[src/rtl/msk_ser_pkg.sv]
// msk_ser_pkg: shared constants and state encoding for the masked ciphertext serializer
package msk_ser_pkg;
  localparam int NWORDS = 4;
  localparam int WORD_BITS = 32;
  localparam int CNT_W = 2;
  typedef enum logic {
    IDLE = 1'b0,
    SEND = 1'b1
  } state_t;
endpackage

[src/rtl/msk_ser_word_mux.sv]
// msk_ser_word_mux: selects one shared word from the block buffer and gates it to zero when invalid
// MSK_SER_SHIFT_ZEROIZE_EN: word is always taken from the bottom of a shifting buffer
module msk_ser_word_mux
  import msk_ser_pkg::*;
#(
  parameter int d = 2
) (
  input  logic [NWORDS*WORD_BITS*d-1:0] data_buf,
  input  logic [CNT_W-1:0]              cnt,
  input  logic                          word_valid,
  output logic [WORD_BITS*d-1:0]        sh_word
);
  localparam int W = WORD_BITS * d;
  localparam logic [W-1:0] ZERO = '0;
  logic [W-1:0] sel;
`ifdef MSK_SER_SHIFT_ZEROIZE_EN
  assign sel = data_buf[W-1:0];
  logic unused_bits;
  assign unused_bits = ^{cnt, data_buf[NWORDS*W-1:W]};
`else
  assign sel = data_buf[int'(cnt)*W +: W];
`endif
  // per-bit select against a zero constant keeps every share on its own wire
  assign sh_word = word_valid ? sel : ZERO;
endmodule

[src/rtl/msk_cipher_out_serializer.sv]
// msk_cipher_out_serializer: captures a 128-bit masked ciphertext and streams it as four shared words
// MSK_SER_SHIFT_ZEROIZE_EN: buffer shifts out and erases each word once it is accepted
module msk_cipher_out_serializer
  import msk_ser_pkg::*;
#(
  parameter int d = 2
) (
  input  logic                          clk,
  input  logic                          rst,
  input  logic                          cipher_valid,
  output logic                          out_ready,
  input  logic [NWORDS*WORD_BITS*d-1:0] sh_ciphertext,
  output logic                          word_valid,
  input  logic                          word_ready,
  output logic [WORD_BITS*d-1:0]        sh_word,
  output logic                          word_last,
  output logic                          busy
);
  localparam logic [CNT_W-1:0] LAST = CNT_W'(NWORDS - 1);
  state_t state;
  logic [CNT_W-1:0] cnt;
  logic [NWORDS*WORD_BITS*d-1:0] data_buf;
  assign out_ready = ~rst & (state == IDLE);
  assign word_valid = state == SEND;
  assign busy = word_valid;
  assign word_last = word_valid & (cnt == LAST);
  always_ff @(posedge clk) begin
    if (rst) begin
      state <= IDLE;
      cnt <= '0;
      data_buf <= '0;
    end else if (state == IDLE) begin
      if (cipher_valid) begin
        data_buf <= sh_ciphertext;
        cnt <= '0;
        state <= SEND;
      end
    end else if (word_ready) begin
      cnt <= cnt + 1'b1;
      if (cnt == LAST) begin
        data_buf <= '0;
        state <= IDLE;
      end
`ifdef MSK_SER_SHIFT_ZEROIZE_EN
      else data_buf <= data_buf >> (WORD_BITS * d);
`endif
    end
  end
  msk_ser_word_mux #(.d(d)) u_mux (
    .data_buf(data_buf),
    .cnt(cnt),
    .word_valid(word_valid),
    .sh_word(sh_word)
  );
endmodule

[config.mk]
export PLATFORM = sky130hd
export DESIGN_NAME = msk_cipher_out_serializer
export DESIGN_NICKNAME = d
export VERILOG_FILES = /design/src/rtl/msk_ser_pkg.sv /design/src/rtl/msk_ser_word_mux.sv /design/src/rtl/msk_cipher_out_serializer.sv
export SDC_FILE = /design/constraint.sdc
export NUM_CORES = 1
export LEC_CHECK = 0
export CORE_MARGIN = 8
export CORE_UTILIZATION = 40
export DETAILED_ROUTE_END_ITERATION = 10
export MAX_ROUTING_LAYER = met4
export PLACE_DENSITY = 0.71
export SLEW_MARGIN = 20
export SYNTH_ARGS = -nofsm -noshare
export SYNTH_HDL_FRONTEND = slang
export SYNTH_SLANG_ARGS = --single-unit
[constraint.sdc]
create_clock -name clk -period 1.6 [get_ports clk]
set_input_delay 0.24 -clock clk [delete_from_list [all_inputs] [get_ports clk]]
set_output_delay 0.24 -clock clk [all_outputs]
set_load 0.005 [all_outputs]
==> flow_metrics.tcl, run 1 <==
set metrics [dict create \
    comb_power_share 0.162 \
    wire_per_inst_um 23.4 \
    synth_area_um2 10100 \
    fin_util 0.636 \
    grt_max_degree 97 \
    via_per_inst 5.96 \
    finalHoldViolCount 0 \
    num_io_pins 328 \
    synth_edf_count 0 \
    gp_congestion 0.839 \
    antenna_left 0 \
    ys_async_sr_fraction 0 \
    drc 0 \
    status "finished with violations" \
    fmax_ghz 0.477 \
    worst_slack_ns -0.497 \
    cts_hold_buf 0 \
    synth_seq_area_share 0.512 \
    start_util 0.404 \
    port_buffers 327 \
    power_mw 16.1 \
    yosysMostFrequentCell "dfxtp_1" \
    syn_inst 836 \
    p_seq_frac 0.440 \
    yosysTopAreaCell "dfxtp_1" \
    vias 9171 \
    crit_path_end_kind "output port" \
    antenna_found_initial 2 \
    dieHeight_um 175 \
    placed_area_um2 14100 \
    crit_path_start_kind "flop" \
    cap_violations 0 \
    die_area_um2 30600 \
    fin_crit_ns 2.10 \
    first_iter_violations 697 \
    synthFlopType "dfxtp_1" \
    arrival_ns 1.86 \
    clk_latency_ns 0.53 \
    sw_frac_of_total 0.236 \
    rsz0062_at_grt "yes" \
    yosys_warnings 0 \
    floorplan.rows 58 \
    maxSlewViolCount 0 \
    wl_um 36000 \
    synth_area_leaders "dfxtp_1 (51%), a32o_1 (25%), mux2i_1 (13%), buf_2 (4.7%), o22ai_1 (4.0%)" \
    synth_nets 1097 \
    synth_common_cells "dfxtp_1 (259), a32o_1 (256), mux2i_1 (128)" \
    root_buffer "clkbuf_16" \
    die_w_um 175 \
    firstDrtPassIters 5 \
    cp_max_fo 6 \
    clock-sinks 259 \
    p_per_area_nw_per_um2 1010 \
    grt_util_all_layers 0.215 \
    cp_common_cell "buf_6" \
    drive_gt1_frac 0.221 \
    p_int_mw 12.3 \
    clkTransAtPathRegs_ns 0.06 \
    clock_skew_ns 0.0158 \
    cellLeakagePower_nw 5.74 \
    p_sw_mw 3.80 \
    cts_tree "built" \
    synth.top_cell.area_share 0.512 \
    clkPwrFrac 0.398 \
    critPathKind "reg -> out" \
    h-tree-depth 1 \
    hold_slack_ns 0.304 \
    synthToLayoutAreaGrowth_pct 57.4 \
    finalSetupTns_ns -81.07 \
    setup_violations 322 \
    cpPeakStageDelay_ns 0.44 \
    core-area_um2 25000 \
    grt-ovfl-total 0 \
    max_slew_margin 0.806 \
    grt_pass1_wl_um 52000 \
    hpwlAfterDp_um 23200 \
    tightest_slew_ns 0.291 \
    post-route-period-util 1.31 \
    first_global_vias 9105 \
    synth_area_per_cell_um2 12.1 \
    violations "negative setup slack" \
    clockBufferDepth 3 \
    crit_chain "buf_6 -> buf_16 -> buf_6 -> mux2i_2 -> o22ai_1 -> buf_2" \
    ys_ff_latch 259 \
    ys_types 22 \
    peakVddDrop_uv 923 \
    required_ns 1.36 \
    hold_class "in -> reg" \
    final_nets 1449 \
    crit_slowest_cell "dfxtp_4" \
    cts_made_buffers 27 \
    final_area_um2 15900 \
]
[state kept, by name, summed over array words and instances (netlist names)]
signal,flops
data_buf,256
cnt,2
busy,1
[critical path, delay by kind of cell (launching register included)]
| family | cells | cell delay, ns |
|---|---|---|
| buf+inv | 4 | 0.56 |
| flops | 1 | 0.44 |
| mux | 1 | 0.23 |
| compound gates | 1 | 0.09 |
[cell usage in the layout, fill, tap and decap left out, drive strengths merged]
cell	n
a211oi	1
a21oi	1
a31oi	1
a32o	256
and2	1
buf	164
bufinv	3
clkbuf	57
clkdlybuf4s50	259
clkinv	2
dfxtp	259
diode	2
ha	1
mux2	1
mux2i	128
nand2	1
nand2b	3
nand4b	1
nor2	1
nor3b	1
o21a	1
o21ai	1
o22ai	64
[per-stage QoR]
stage / worst slack [ns] / std cells
floorplan: 0.203 / 836
global placement: -0.226 / 1449
detailed placement: -0.221 / 1449
CTS: -0.528 / 1518
global route: -0.546 / 1539
finish: -0.497 / 1539
[layout make-up]
| cell class | count | area, um2 |
|---|---|---|
| clock buffer | 43 | 806 |
| fill | 1933 | 9110 |
| antenna | 2 | 5.00 |
| tap | 330 | 413 |
| multi-input combinational | 463 | 4720 |
| sequential | 259 | 5190 |
| clock inverter | 5 | 100 |
| timing repair buffer | 437 | 4690 |
[power by group through the flow]
stage	combinational, mW	clock, mW	sequential, mW
after detailed placement	2.23	0	7.20
after global placement	2.20	0	7.18
final	2.61	6.43	7.10
after CTS	2.43	6.56	7.08
after floorplan	1.05	0	7.13
after global routing	2.76	6.81	7.14
[final timing paths]
check | from | endpoint | slack [ns] | depth (start not counted)
worst max-delay path | cnt[0] | sh_word[23] | -0.50 | 6
worst min-delay path | sh_ciphertext[115] | data_buf[115] | 0.30 | 2
worst max register to register | cnt[0] | data_buf[18] | -0.25 | 8
worst min register to register | data_buf[131] | data_buf[131] | 0.49 | 1
[logic make-up after synthesis]
group | after synthesis | share of synthesized area
AOI/OAI and AO/OA | 325 | 0.297
DFF | 259 | 0.512
muxes | 129 | 0.128
buffers and inverters | 114 | 0.0550
and+or+nand+nor | 8 | 0.00606
adders and majority gates | 1 | 0.00124
[metal layers]
layer,global-route usage,wire (um),vias to the layer above
li1,-,-,4216
met4,0.0579,1160,0
met1,0.274,15800,4531
met5,-,0,-
met2,0.339,16700,352
met3,0.0494,2420,72
[timing repair]
action,CTS,global route
endpoints found under the setup margin,313,324
gates resized for setup,343,51
setup buffers,14,9
pin swaps,43,20
gates cloned,8,15
No activity file was read; power rests on OpenSTA's default activity.
==> inputs of run 2 (changes only) <==
--- a/config.mk
+++ b/config.mk
@@ -6,10 +6,10 @@
 export NUM_CORES = 1
 export LEC_CHECK = 0
 export CORE_MARGIN = 8
-export CORE_UTILIZATION = 40
+export CORE_UTILIZATION = 46
 export DETAILED_ROUTE_END_ITERATION = 10
 export MAX_ROUTING_LAYER = met4
-export PLACE_DENSITY = 0.71
+export PLACE_DENSITY = 0.86
 export SLEW_MARGIN = 20
 export SYNTH_ARGS = -nofsm -noshare
 export SYNTH_HDL_FRONTEND = slang
==> run 2 against run 1 <==
  * The flow still finishes with violations (negative setup slack)
  * Flip-flop and latch count unchanged
  * Worst setup slack lost 0.026 ns
  * Critical path type unchanged
  * Die area is 12% lower
  * Critical path depth unchanged
  * Combinational power increased by 17%
  * Sequential power up 0.6%
  * Final cell count rose by 0.58%
  * First-iteration DRC count up 34%
  * Via count increased by 11%
  * Power is 0.63% lower
  * Clock skew is 0.0021 ns lower
==> flow_metrics.tcl, run 2 (synthesized netlist as in run 1, its figures left out) <==
set metrics [dict create \
    largest_register "data_buf" \
    regToRegStartpoint "cnt[0]" \
    clock-sinks 259 \
    start_util 0.466 \
    hpwlAfterDp_um 23300 \
    clock_skew_ns 0.0137 \
    cts_made_buffers 27 \
    synthToLayoutAreaGrowth_pct 66.7 \
    place_inst 1400 \
    grt_max_degree 56 \
    core-area_um2 21700 \
    cellLeakagePower_nw 6.30 \
    required_ns 1.36 \
    grt_util_all_layers 0.311 \
    cap_violations 0 \
    final_nets 1512 \
    largest_reg_flops 256 \
    fin_crit_ns 2.12 \
    cpPeakStageDelay_ns 0.43 \
    regArea_um2 5190 \
    final_common_cell "clkdlybuf4s50_1" \
    multiInputGateArea_um2 4730 \
    worst_slack_ns -0.523 \
    cts_tree "built" \
    hold_class "in -> reg" \
    critPathKind "reg -> out" \
    grt-ovfl-total 0 \
    drive_gt1_frac 0.265 \
    rsz0062_at_grt "yes" \
    firstDrtPassIters 5 \
    crit_path_end_kind "output port" \
    floorplan.rows 54 \
    violations "negative setup slack" \
    dieHeight_um 164 \
    wl_um 43400 \
    tightest_slew_ns 0.375 \
    worstHoldStart "sh_ciphertext[239]" \
    first_global_vias 11000 \
    vias 10200 \
    h-tree-depth 1 \
    grt_pass1_wl_um 63900 \
    drc 0 \
    clockBufferDepth 3 \
    die_w_um 164 \
    via_per_inst 6.56 \
    cp_max_fo 7 \
    crit_chain "buf_6 -> buf_16 -> buf_8 -> mux2i_2 -> o22ai_1 -> buf_2" \
    layout_common_cells "clkdlybuf4s50_1 (259), dfxtp_1 (256), a32o_1 (249), mux2i_1 (100), buf_2 (68)" \
    fin_util 0.777 \
    die_area_um2 27000 \
    num_io_pins 328 \
    fmax_ghz 0.471 \
    p_per_area_nw_per_um2 951 \
    gp_congestion 0.843 \
    arrival_ns 1.88 \
    antenna_left 0 \
    max_slew_margin 0.750 \
    setup_violations 322 \
    first_iter_violations 932 \
    clkTransAtPathRegs_ns 0.07 \
    path_buf_inv 4 \
    crit_path_start_kind "flop" \
    antenna_found_initial 1 \
    crit_slowest_cell "dfxtp_4" \
    post-route-period-util 1.33 \
    root_buffer "clkbuf_16" \
    wire_per_inst_um 28.0 \
    worstSetupStartpoint "cnt[0]" \
    status "finished with violations" \
    final.fill_count 1253 \
    maxSlewViolCount 0 \
    finalHoldViolCount 0 \
    peakVddDrop_uv 775 \
    port_buffers 327 \
    final_cell_count_no_fill 1548 \
    power_mw 16.0 \
    critPathTopFamily "buffers and inverters" \
    clk_latency_ns 0.53 \
]
run 2: final cells by class:
cell class,instances,area share
timing repair buffer,499,0.343
clock inverter,3,0.000890
antenna,2,0.000297
sequential,259,0.308
tap,280,0.0208
multi-input combinational,464,0.281
clock buffer,41,0.0467
run 2: worst register-to-register path, stage by stage, from the launching register on:
cell and delay (ns):
dfxtp_4 0.40, buf_12 0.16, buf_8 0.13, ha_4 0.15
buf_6 0.11, a31oi_4 0.20, buf_6 0.16, buf_12 0.16
buf_12 0.13, buf_16 0.12, a32o_1 0.18
run 2: repair_timing:
action,CTS,global route
pin swaps,187,154
resized for setup,409,89
endpoints found under the hold margin,0,0
hold buffers,0,0
cloned,45,6
setup endpoints to repair,324,323
setup buffers,61,20
run 2: per-layer routing:
| layer | part of all wire | routed length (um) | up-vias | track usage |
|---|---|---|---|---|
| met1 | 0.37 | 16200 | 5008 | 0.355 |
| met2 | 0.49 | 21100 | 634 | 0.515 |
| met3 | 0.086 | 3740 | 161 | 0.0624 |
| met4 | 0.055 | 2380 | 0 | 0.151 |
| li1 | - | - | 4355 | - |
| met5 | 0 | 0 | - | - |
run 2: stage by stage:
| stage | instance area (um2) | hold slack (ns) | setup WS (ns) | TNS, ns |
|---|---|---|---|---|
| 6_report | 16900 | 0.307 | -0.523 | -89.76 |
| 2_1_floorplan | 10100 | 0.313 | 0.203 | 0 |
| 5_1_grt | 16900 | 0.301 | -0.569 | -105.50 |
| 4_1_cts | 16800 | 0.294 | -0.491 | -97.64 |
| 3_3_place_gp | 14100 | 0.474 | -0.213 | -52.01 |
| 3_5_place_dp | 14100 | 0.482 | -0.247 | -49.36 |
run 2: worst paths after layout:
check / slack, ns / cells after the start / to
setup reg to reg: -0.39 / 10 / data_buf[208]
setup / recovery: -0.52 / 6 / sh_word[59]
hold / removal: 0.31 / 2 / data_buf[239]
hold reg to reg: 0.50 / 1 / data_buf[147]
run 2: where the power goes:
| part | total [mW] | internal [mW] | switching (mW) |
|---|---|---|---|
| Sequential | 7.14 | 6.85 | 0.287 |
| Combinational | 3.05 | 1.87 | 1.19 |
| Clock | 5.85 | 3.35 | 2.50 |
| Total | 16.0 | 12.1 | 3.98 |
==> inputs of run 3 (changes only) <==
--- a/config.mk
+++ b/config.mk
@@ -8,6 +8,7 @@
 export CORE_MARGIN = 8
 export CORE_UTILIZATION = 46
 export DETAILED_ROUTE_END_ITERATION = 10
+export HOLD_SLACK_MARGIN = 0.15
 export MAX_ROUTING_LAYER = met4
 export PLACE_DENSITY = 0.86
 export SLEW_MARGIN = 20
==> results of run 3 <==
Same layout as run 2: the final DEF is identical, and so are final timing and power.
